--- config.mk ---
export PLATFORM = sky130hd
export DESIGN_NAME = bcd_sseg_scan
export DESIGN_NICKNAME = d
export VERILOG_FILES = /design/src/rtl/bcd_sseg_scan.sv
export SDC_FILE = /design/constraint.sdc
export NUM_CORES = 1
export LEC_CHECK = 0
export CAP_MARGIN = 5
export CORE_UTILIZATION = 50
export DETAILED_ROUTE_END_ITERATION = 6
export PLACE_DENSITY = 0.79
export SLEW_MARGIN = 10
export SYNTH_ARGS = -nofsm -noshare
export SYNTH_HDL_FRONTEND = slang
export SYNTH_SLANG_ARGS = --single-unit
--- constraint.sdc ---
create_clock -name Clk -period 2.1 [get_ports Clk]
set_input_delay 0.21 -clock Clk [delete_from_list [all_inputs] [get_ports Clk]]
set_output_delay 0.21 -clock Clk [all_outputs]
set_load 0.03 [all_outputs]
--- src/rtl/bcd_sseg_scan.sv ---
// bcd_sseg_scan: four-digit, common-anode, time-multiplexed seven-segment driver.
// Digits are loaded into a staging buffer by Ld and copied into the display
// shadow only at a frame boundary, so a frame never shows a mix of old and new
// values. Ack pulses for one cycle when staged values reach the shadow.
// Optional build macro LEADING_ZERO_BLANK_EN blanks leading zero digits.
module bcd_sseg_scan #(
  parameter int REFRESH_DIV = 100000,
  parameter int CNT_W       = 17
) (
  input  logic       Clk,
  input  logic       Clr,
  input  logic       En,
  input  logic       Ld,
  input  logic [3:0] D1,
  input  logic [3:0] D2,
  input  logic [3:0] D3,
  input  logic [3:0] D4,
  input  logic [3:0] Dp,
  output logic [6:0] Seg,
  output logic       DpOut,
  output logic [3:0] An,
  output logic       Ack
);

  localparam logic [CNT_W-1:0] LAST = CNT_W'(REFRESH_DIV - 1);

  logic [CNT_W-1:0] cnt_q, cnt_d;
  logic [1:0]       idx_q, idx_d;
  logic [15:0]      stg_q, stg_d;
  logic [3:0]       stg_dp_q, stg_dp_d;
  logic             pend_q, pend_d;
  logic [15:0]      sh_q, sh_d;
  logic [3:0]       sh_dp_q, sh_dp_d;
  logic [3:0]       an_q, an_d;
  logic [6:0]       seg_q, seg_d;
  logic             dp_q, dp_d;
  logic             ack_q, ack_d;

  logic             tc, frame_end, blank;
  logic [3:0]       cur;

  // Active-low segment pattern {g,f,e,d,c,b,a}; non-BCD codes show a dash.
  function automatic logic [6:0] dec7(input logic [3:0] v);
    case (v)
      4'd0:    dec7 = 7'b1000000;
      4'd1:    dec7 = 7'b1111001;
      4'd2:    dec7 = 7'b0100100;
      4'd3:    dec7 = 7'b0110000;
      4'd4:    dec7 = 7'b0011001;
      4'd5:    dec7 = 7'b0010010;
      4'd6:    dec7 = 7'b0000010;
      4'd7:    dec7 = 7'b1111000;
      4'd8:    dec7 = 7'b0000000;
      4'd9:    dec7 = 7'b0010000;
      default: dec7 = 7'b0111111;
    endcase
  endfunction

  // Next-state: prescaler/slot scan, staging/shadow handoff and output decode.
  always_comb begin
    tc        = En && (cnt_q == LAST);
    frame_end = tc && (idx_q == 2'd3);

    cnt_d = cnt_q;
    idx_d = idx_q;
    if (En) begin
      if (tc) begin
        cnt_d = '0;
        idx_d = idx_q + 2'd1;
      end else begin
        cnt_d = cnt_q + 1'b1;
      end
    end

    stg_d    = stg_q;
    stg_dp_d = stg_dp_q;
    pend_d   = pend_q;
    sh_d     = sh_q;
    sh_dp_d  = sh_dp_q;
    if (frame_end && Ld) begin
      // load landing on the boundary bypasses staging entirely
      sh_d    = {D4, D3, D2, D1};
      sh_dp_d = Dp;
      pend_d  = 1'b0;
    end else if (frame_end && pend_q) begin
      sh_d    = stg_q;
      sh_dp_d = stg_dp_q;
      pend_d  = 1'b0;
    end else if (Ld) begin
      stg_d    = {D4, D3, D2, D1};
      stg_dp_d = Dp;
      pend_d   = 1'b1;
    end
    ack_d = frame_end && (Ld || pend_q);

    cur = sh_q[{idx_q, 2'b00} +: 4];
`ifdef LEADING_ZERO_BLANK_EN
    case (idx_q)
      2'd3:    blank = (sh_q[15:12] == 4'd0);
      2'd2:    blank = (sh_q[15:8]  == 8'd0);
      2'd1:    blank = (sh_q[15:4]  == 12'd0);
      default: blank = 1'b0;
    endcase
`else
    blank = 1'b0;
`endif

    an_d  = En ? ~(4'b0001 << idx_q) : 4'b1111;
    seg_d = (En && !blank) ? dec7(cur) : 7'b1111111;
    dp_d  = En ? ~sh_dp_q[idx_q] : 1'b1;
  end

  // State and registered outputs; Clr overrides everything.
  always_ff @(posedge Clk) begin
    if (Clr) begin
      cnt_q    <= '0;
      idx_q    <= 2'd0;
      stg_q    <= '0;
      stg_dp_q <= '0;
      pend_q   <= 1'b0;
      sh_q     <= '0;
      sh_dp_q  <= '0;
      an_q     <= 4'b1111;
      seg_q    <= 7'b1111111;
      dp_q     <= 1'b1;
      ack_q    <= 1'b0;
    end else begin
      cnt_q    <= cnt_d;
      idx_q    <= idx_d;
      stg_q    <= stg_d;
      stg_dp_q <= stg_dp_d;
      pend_q   <= pend_d;
      sh_q     <= sh_d;
      sh_dp_q  <= sh_dp_d;
      an_q     <= an_d;
      seg_q    <= seg_d;
      dp_q     <= dp_d;
      ack_q    <= ack_d;
    end
  end

  assign An    = an_q;
  assign Seg   = seg_q;
  assign DpOut = dp_q;
  assign Ack   = ack_q;

endmodule
# Word level (Yosys, flattened, before mapping)
# Memories as Yosys holds them, arrays and structs flattened. A register that Yosys moved wholly into a read port is not among the register bits.
# Cells that the tools add are included.
# classes
muxes,7
order_cmp,1
n_reduce_logical,11
shifts,2
bitwise,5
n_addsub,2
n_eq_ne,2
# op_table
cell,count
two-way mux 16 bit,2
"adder 17 x 1 -> 17 bit, second input constant",1
"== test 17 bit, second input constant",1
two-way mux 17 bit,1
indexed part select 16 x 5 -> 4 bit,1
two-way mux 4 bit,2
logical AND 1 bit,5
NOT 1 bit,4
NOT 4 bit,1
"left shift 1 x 2 -> 4 bit, first input constant",1
"< comparator 2 x 3 -> 1 bit, second input constant",1
AND reduction 3 bit,1
OR reduction 3 bit,1
"adder 2 x 1 -> 2 bit, second input constant",1
binary-select mux 1 bit (select 2 bit),1
"== test 2 bit, second input constant",1
AND reduction 2 bit,1
nonzero test 2 bit,1
OR reduction 2 bit,1
logical OR 1 bit,1
two-way mux 1 bit,1
# totals
mem_bits_ro,112
output_inout_bits,13
mem_count,1
elab_cells,41
regBits,66
# mem_list
name,depth,word_bits,read_ports,rd_clocked_by_memory_dff,write_ports,line,source
(name not given),16,7,1,1,0,44,case (v)

# Depth between registers and ports, before layout
# Gate-level depths: netlist of the first run.
# logic_depth
depth_word,6
depth_mapped,8

# Worst setup path after synthesis of the first run
# Ideal clock, no wire load.
# synth_path
path_kind,register -> register
startpoint,register idx_q[0]
endpoint,register seg_q[4] (netlist: Seg[4])
t_arrival_ps,1811
path_slack_ps,165
n_path_buf,1
t_required_ps,1975
synth_period_minus_slack_ps,1935
path_stages_with_launch,9
setup_time_ps,125
cell_sequence,dfxtp_1 -> buf_2 -> mux4_2 -> inv_1 -> ha_1 -> inv_1 -> mux2_2 -> mux2i_1 -> nand2_1
# synth_via
elab_chain_cells,1
# synth_lines
item,line,source
from (decl),28,"logic [1:0] idx_q, idx_d;"
from (signal assigned),129,idx_q <= idx_d;
indexed part select 16 x 5 -> 4 bit,96,"cur = sh_q[{idx_q, 2'b00} +: 4];"
to (decl),35,"logic [6:0] seg_q, seg_d;"
# Every way passes these cells.
# A chain may end at the register's enable or synchronous reset.

# Final worst setup path of the first run
# layout_path
startpoint,register cnt_q[13]
endpoint,register sh_q[15]
# layout_via
elab_chain_cells,5
elab_cells_between_ends,7
classes_between,eq/ne: 1; mux: 1; reduce/logical: 5
# layout_lines
item,line,source
from (decl),27,"logic [CNT_W-1:0] cnt_q, cnt_d;"
from (signal assigned),128,cnt_q <= cnt_d;
== test 17 bit (*),61,tc = En && (cnt_q == LAST);
logical AND 1 bit (*),61,
logical AND 1 bit (*),62,frame_end = tc && (idx_q == 2'd3);
"logical AND 1 bit, on equally long branches","80, 85",
two-way mux 16 bit or nonzero test 2 bit (tied branches),n/a,
to (signal assigned),121,sh_q <= '0;
to (signal assigned),133,sh_q <= sh_d;
to (decl),32,"logic [15:0] sh_q, sh_d;"
# Mark *: on every way between the ends. The rest lies on a longest branch, timed or not.

==> implementation parameters, run 1 <==
Parameter                              Value

Outcome
  Result of the run    complete, no violations

Route
  Overall via count from detail_route    2969
  Sum of met2 wire segment lengths after detailed routing    3720 um
  Number of DRC markers after the initial detailed-route iteration    122
  Antenna violation net count after detailed routing    0
  Detailed-routing iteration count for the pre-antenna-repair pass    4
  Met1 Routed Length    3710 um
  Remaining routing DRC violations    0
  Average wire per cell in the routed design    14.2 um
  Average via count per standard cell    5.41
  Met3 WL    233 um
  Highest routed layer    met4
  Final wirelength    7810 um

STA
  Final worst-path cycle share    94.2%
  Min Tclk post-route    1.98 ns
  Setup total negative slack    0 ns
  Finish-stage setup viols    0
  Hold violation total from the final report    0
  Setup repair after global routing missed its margin    no
  Skew final    0.00946 ns
  Fmax    505 MHz
  Max-slew headroom at the worst pin    60.7%
  Worst-margin pin slew    0.589 ns
  Final count of pins violating max slew    0

CTS
  Maximum buffer depth of the clock tree    2
  Clock Latency Late Sink    0.35 ns
  Cts bufs inserted    9
  Worst-path clk slew    0.08 ns
  Clock tree from TritonCTS    built
  Post-cts hold buffer count    0
  Clock sink count    73
  Root buf cell    clkbuf_8
  Setup Fix Bufs, Post-CTS    0
  Post-CTS sizing    0
  Number of H-tree levels    3

Job
  Total of max-cap violations    0

Logic synthesis
  Arithmetic-cell share of the synthesized area counting full adders, half adders and majority gates    3.33%
  Fraction of the mapped netlist area in compound gates    18.2%
  Post-synthesis instance area    3760 um^2
  Proportion of synthesized flip-flops having asynchronous set or reset    0%
  Average size of a mapped cell    9.34 um^2
  Sequential-to-total area share from yosys stat    38.9%
  Synthesized instance count    402
  Prevailing post-synth register cell    dfxtp_1
  Yosys Warn Count    0
  Library cells used by synthesis    43
  Number of enable flip-flop cells after synthesis    0
  Dominant combinational cell family by area after synthesis    simple AND/OR/NAND/NOR gates
  Synthesized-area fraction occupied by and/or/nand/nor cells    23.3%
  FF+latch count, synth    73
  Multiplexer area fraction after synthesis    8.89%
  Post-synthesis net count    436
  Xor/xnor cell area share of the yosys netlist    2.56%

Global route
  Pin count of the biggest net entering global routing    34
  Overall routing resource usage    21.7%
  Wire length of the first global-routing pass    13100 um
  Antenna violations before repair    0
  Global route overflow    0
  Via count of the first global-routing pass    2803

Power
  Power density normalized to cell area    581 nW/um^2
  Leakage Power    1.75 nW
  Worst supply voltage drop on vdd    0.324 mV

Setup path
  Type of the worst setup path    reg -> reg
  CP Data Arrival Time    2.21 ns
  Kind of start point of the critical path    flop
  Max stage delay on crit path    0.59 ns
  Crit-path max FO    23
  Critical path capture point type    flop
  Endpoint required time on the critical path    2.33 ns
  Worst reg2reg path startpoint    cnt_q[13]$_SDFFE_PP0P_
  Critical Path, Cell by Cell    or4b_4, or4_4, o21ai_1, o41ai_2
  Crit path launch    cnt_q[13]$_SDFFE_PP0P_
  Critical-path cell with the highest stage delay    or4_4

Place
  Placer congestion estimate    0.862
  Total cell area at the placement stage    4370 um^2
  HPWL reported at the end of detailed placement    5350 um
  Total of buffers placed on input and output ports    36
  Number of cells in the design after placement    534

Cells and area
  Combined flip-flop and latch cell area    1460 um^2
  Final Cell Area    4530 um^2
  # diodes    0
  Fill cells    624
  Multi-input combinational cell area    2130 um^2
  Share of the core filled with cells    62.5%
  Fraction of final layout cells sized beyond drive strength 1    16.9%
  Cell Count, Final, Fillers Out    549
  Relative area change from synthesis to final layout    20.7%
  Number of nets at the end of the flow    480

Die
  Number of standard-cell rows in the floorplan    31
  Placeable Area    7250 um^2
  Die Outline Area    7860 um^2
  Starting density of the core    51.8%
  Top-level port count    37
  Die width    88.7 um
  Die boundary height    88.7 um

Min path
  Class of the tightest hold or removal check    in -> reg
  Hold Crit Start    Clr
==> metal layers <==
| metal | track usage (%) | vias up |
|---|---|---|
| met5 | 0 | - |
| met4 | 8.94 | 0 |
| met3 | 5.13 | 16 |
| met2 | 34.5 | 53 |
| met1 | 28.2 | 1401 |
| li1 | - | 1499 |
==> cell type report <==
cell class                 instances  area share (%)
sequential                        73            32.2
clock buffer                      12            3.20
tap                               99            2.73
clock inverter                     3           0.386
inverter                           9           0.745
multi-input combinational        291            46.9
timing repair buffer              62            13.8
==> cell usage in the layout (no fill, tap or decap), types with 20 or more instances in the layout <==
cell / instances
nor2b_1: 23
o21ai_1: 20
o41ai_2: 20
nand2b_1: 45
clkdlybuf4s50_1: 35
dfxtp_1: 73
a21oi_1: 29
mux2i_1: 21
buf_4: 20
nor2_1: 38
==> through the flow <==
stage,power [W],hold WS [ns],setup slack (ns)
6_report,0.00264,0.381,0.121
5_1_grt,0.00275,0.391,0.00232
4_1_cts,0.00266,0.368,0.120
3_5_place_dp,0.00171,0.462,0.0216
3_3_place_gp,0.00170,0.459,0.117
2_1_floorplan,0.00161,0.365,0.165
==> final timing paths <==
kind / slack [ns] / endpoint / cells after the start
worst min register to register: 0.47 / stg_q[15]$_SDFFE_PP0P_ / 2
worst max-delay path: 0.12 / sh_q[15]$_SDFFE_PP0P_ / 4
worst min-delay path: 0.38 / cnt_q[1]$_SDFFE_PP0P_ / 2
worst max register to register: 0.12 / sh_q[15]$_SDFFE_PP0P_ / 4
==> cells in the mapped netlist (all sizes together) (2+ instances only) <==
cell type / count / area, um^2
o41ai: 20 / 325
xnor2: 6 / 52.6
o21ai: 32 / 160
nor4: 4 / 46.3
nand2b: 45 / 282
dfxtp: 73 / 1460
nor2b: 23 / 144
or4b: 2 / 23.8
clkbuf: 18 / 67.6
or4: 2 / 18.8
buf: 11 / 78.8
inv: 9 / 33.8
or3: 4 / 25.0
mux2i: 21 / 210
nor2: 38 / 143
nand2: 16 / 60.1
ha: 10 / 125
nand4: 7 / 50.1
a21o: 2 / 15.0
mux4: 5 / 113
nand3: 7 / 40.0
xor2: 5 / 43.8
a21oi: 29 / 145
nor3: 3 / 15.0
==> registers in the layout (all words and copies together) (netlist names) <==
register,cells
cnt_q,17
idx_q,2
sh_dp_q,4
sh_q,16
DpOut,1
Seg,7
stg_q,16
stg_dp_q,4
An,4
pend_q,1
Ack,1
==> logic make-up (layout without fill, tap and decap cells) <==
kind of cell / after synthesis / after routing
adder cells (fa/ha/maj): 10 / 10
AO/OA/AOI/OAI: 88 / 88
XOR/XNOR: 11 / 11
buffers and inverters: 38 / 86
multiplexers: 27 / 27
AND/OR/NAND/NOR: 155 / 155
flip-flops: 73 / 73
==> critical path, delay by kind of cell (launching register included) <==
kind / cells / cell delay (ns)
and+or+nand+nor: 2 / 1.16
AOI/OAI and AO/OA: 2 / 0.34
DFF: 1 / 0.35
==> report_power, final <==
group | total, W | switching [W] | internal, W | leakage (nW)
registers | 0.00144 | 0.0000183 | 0.00142 | 0.595
logic | 0.000237 | 0.000123 | 0.000115 | 1.07
clock network | 0.000961 | 0.000509 | 0.000452 | 0.0822
total | 0.00264 | 0.000650 | 0.00199 | 1.75
(Power assumes the default switching activity.)
==> run 2: changes to the inputs <==
- CTS_CLUSTER_SIZE: not set -> 20
==> results of run 2 <==
The final DEF is identical to that of run 1; final timing and power are the same.
==> run 3: changes to the inputs <==
- REMOVE_ABC_BUFFERS: not set -> 1
- SETUP_SLACK_MARGIN: not set -> 0.5
==> implementation parameters, run 3 (same netlist as run 1, synthesis figures left out) <==
Parameter                              Value

Outcome
  Result of the run    complete, no violations

Die
  Die boundary height    88.7 um
  Die width    88.7 um
  Placeable Area    7250 um^2
  Starting density of the core    51.8%
  Die Outline Area    7860 um^2
  Top-level port count    37
  Number of standard-cell rows in the floorplan    31

Global route
  Antenna violations before repair    0
  Overall routing resource usage    26.3%
  Via count of the first global-routing pass    3221
  Wire length of the first global-routing pass    15600 um
  Global route overflow    0
  Pin count of the biggest net entering global routing    26

CTS
  Cts bufs inserted    9
  Number of H-tree levels    3
  Maximum buffer depth of the clock tree    2
  Root buf cell    clkbuf_8
  Post-cts hold buffer count    0
  Worst-path clk slew    0.08 ns
  Clock tree from TritonCTS    built
  Clock Latency Late Sink    0.36 ns
  Clock sink count    73

STA
  Worst-margin pin slew    0.462 ns
  Setup repair after global routing missed its margin    yes
  Skew final    0.0110 ns
  Final worst-path cycle share    94.2%
  Min Tclk post-route    1.98 ns
  Setup total negative slack    0 ns
  Final count of pins violating max slew    0
  Hold violation total from the final report    0
  Fmax    506 MHz
  Max-slew headroom at the worst pin    69.2%
  Final WS setup    0.122 ns
  Worst hold slack    0.315 ns
  Finish-stage setup viols    0

Setup path
  Crit-path max FO    6
  Critical path capture point type    flop
  Max stage delay on crit path    0.64 ns
  Worst reg2reg path startpoint    cnt_q[12]$_SDFFE_PP0P_
  CP Data Arrival Time    2.21 ns
  Number of cells on the worst reg-to-reg path    4
  Critical-path cell with the highest stage delay    or4_4
  Endpoint required time on the critical path    2.33 ns
  Kind of start point of the critical path    flop
  Setup slack of the worst register-to-register path    0.12 ns
  Critical Path, Cell by Cell    or4b_4, or4_4, o21ai_2, o41ai_2
  Endpoint of the worst-slack reg-to-reg timing path    sh_q[4]$_SDFFE_PP0P_
  Type of the worst setup path    reg -> reg

Cells and area
  # diodes    0
  Number of nets at the end of the flow    500
  Combined flip-flop and latch cell area    1480 um^2
  Leading registers by flop count    cnt_q (17), sh_q (16), stg_q (16)
  Relative area change from synthesis to final layout    32.2%
  Biggest register    cnt_q
  Share of the core filled with cells    68.4%
  Most frequent cells in the layout    64 x dfxtp_1, 44 x nand2b_1, 35 x clkdlybuf4s50_1
  Multi-input combinational cell area    2350 um^2
  Fraction of final layout cells sized beyond drive strength 1    31.8%
  Fill cells    518
  Max reg flops    17
  Most common cell after layout, fill and taps aside    dfxtp_1

Route
  Number of DRC markers after the initial detailed-route iteration    276
  Antenna violation net count after detailed routing    0
  Final wirelength    9590 um
  Average wire per cell in the routed design    16.8 um
  Overall via count from detail_route    3268
  Remaining routing DRC violations    0
  Average via count per standard cell    5.73
  Detailed-routing iteration count for the pre-antenna-repair pass    4

Power
  Leakage Power    1.93 nW
  Power density normalized to cell area    568 nW/um^2
  Worst supply voltage drop on vdd    0.367 mV

Min path
  Class of the tightest hold or removal check    in -> reg
  Hold EP    idx_q[0]$_SDFFE_PP0P_
  Number of cells on the worst hold path    2
  Hold Crit Start    Clr

Place
  Placer congestion estimate    0.792
  Placement-stage worst setup slack    -0.0746 ns
  HPWL reported at the end of detailed placement    5420 um
  Total of buffers placed on input and output ports    36

Job
  Total of max-cap violations    0
==> run 3: worst max-delay path: cells and delay by family (launching register included) <==
family	cells	cell delay, ns
AOI/OAI and AO/OA	2	0.27
DFF	1	0.35
and+or+nand+nor	2	1.23
==> run 3: area by class of cell <==
cell class              count  area share, %
multi-input cells         293           47.4
inverters                   9          0.680
repair buffers             80           15.7
clock buffers              10           2.77
clock inverters             6           1.16
flip-flops and latches     73           29.8
well taps                  99           2.49
==> run 3: what timing repair did <==
action	4_1_cts	5_1_grt
resized for setup	71	15
setup buffers	13	1
cloned	5	1
setup endpoints to repair	66	67
hold endpoints to repair	0	0
pin swaps	33	1
==> run 3: power breakdown <==
part / total (W) / internal, W / switching, W / leakage [nW]
registers: 0.00144 / 0.00142 / 0.0000185 / 0.600
clock network: 0.00112 / 0.000573 / 0.000543 / 0.102
logic: 0.000268 / 0.000130 / 0.000138 / 1.23
==> run 3: routing by layer <==
metal	share of wire, %	global-route usage (%)	vias up
li1	-	-	1542
met1	43	32.6	1588
met2	49	44.1	120
met3	5.9	6.16	18
met4	1.7	10.6	0
met5	0	0	-
==> run 3: how the worst max path moves through the flow <==
stage | from | endpoint | slack [ns] | cells after the start
final | cnt_q[12]$_SDFFE_PP0P_ | sh_q[4]$_SDFFE_PP0P_ | 0.12 | 4
after global routing | cnt_q[12]$_SDFFE_PP0P_ | sh_q[12]$_SDFFE_PP0P_ | 0.06 | 5
after CTS | cnt_q[12]$_SDFFE_PP0P_ | sh_q[4]$_SDFFE_PP0P_ | 0.14 | 4
after detailed placement | En | cnt_q[13]$_SDFFE_PP0P_ | -0.07 | 5
after global placement | En | cnt_q[13]$_SDFFE_PP0P_ | 0.06 | 5
after floorplan | cnt_q[0]$_SDFFE_PP0P_ | stg_dp_q[0]$_SDFFE_PP0P_ | -1.11 | 5
==> run 3: per-stage QoR <==
step	total power [W]	cell area (um^2)	instances
floorplan	0.00158	3610	373
global placement	0.00170	4330	534
detailed placement	0.00171	4330	534
CTS	0.00281	4920	568
global route	0.00292	4960	570
finish	0.00282	4960	570
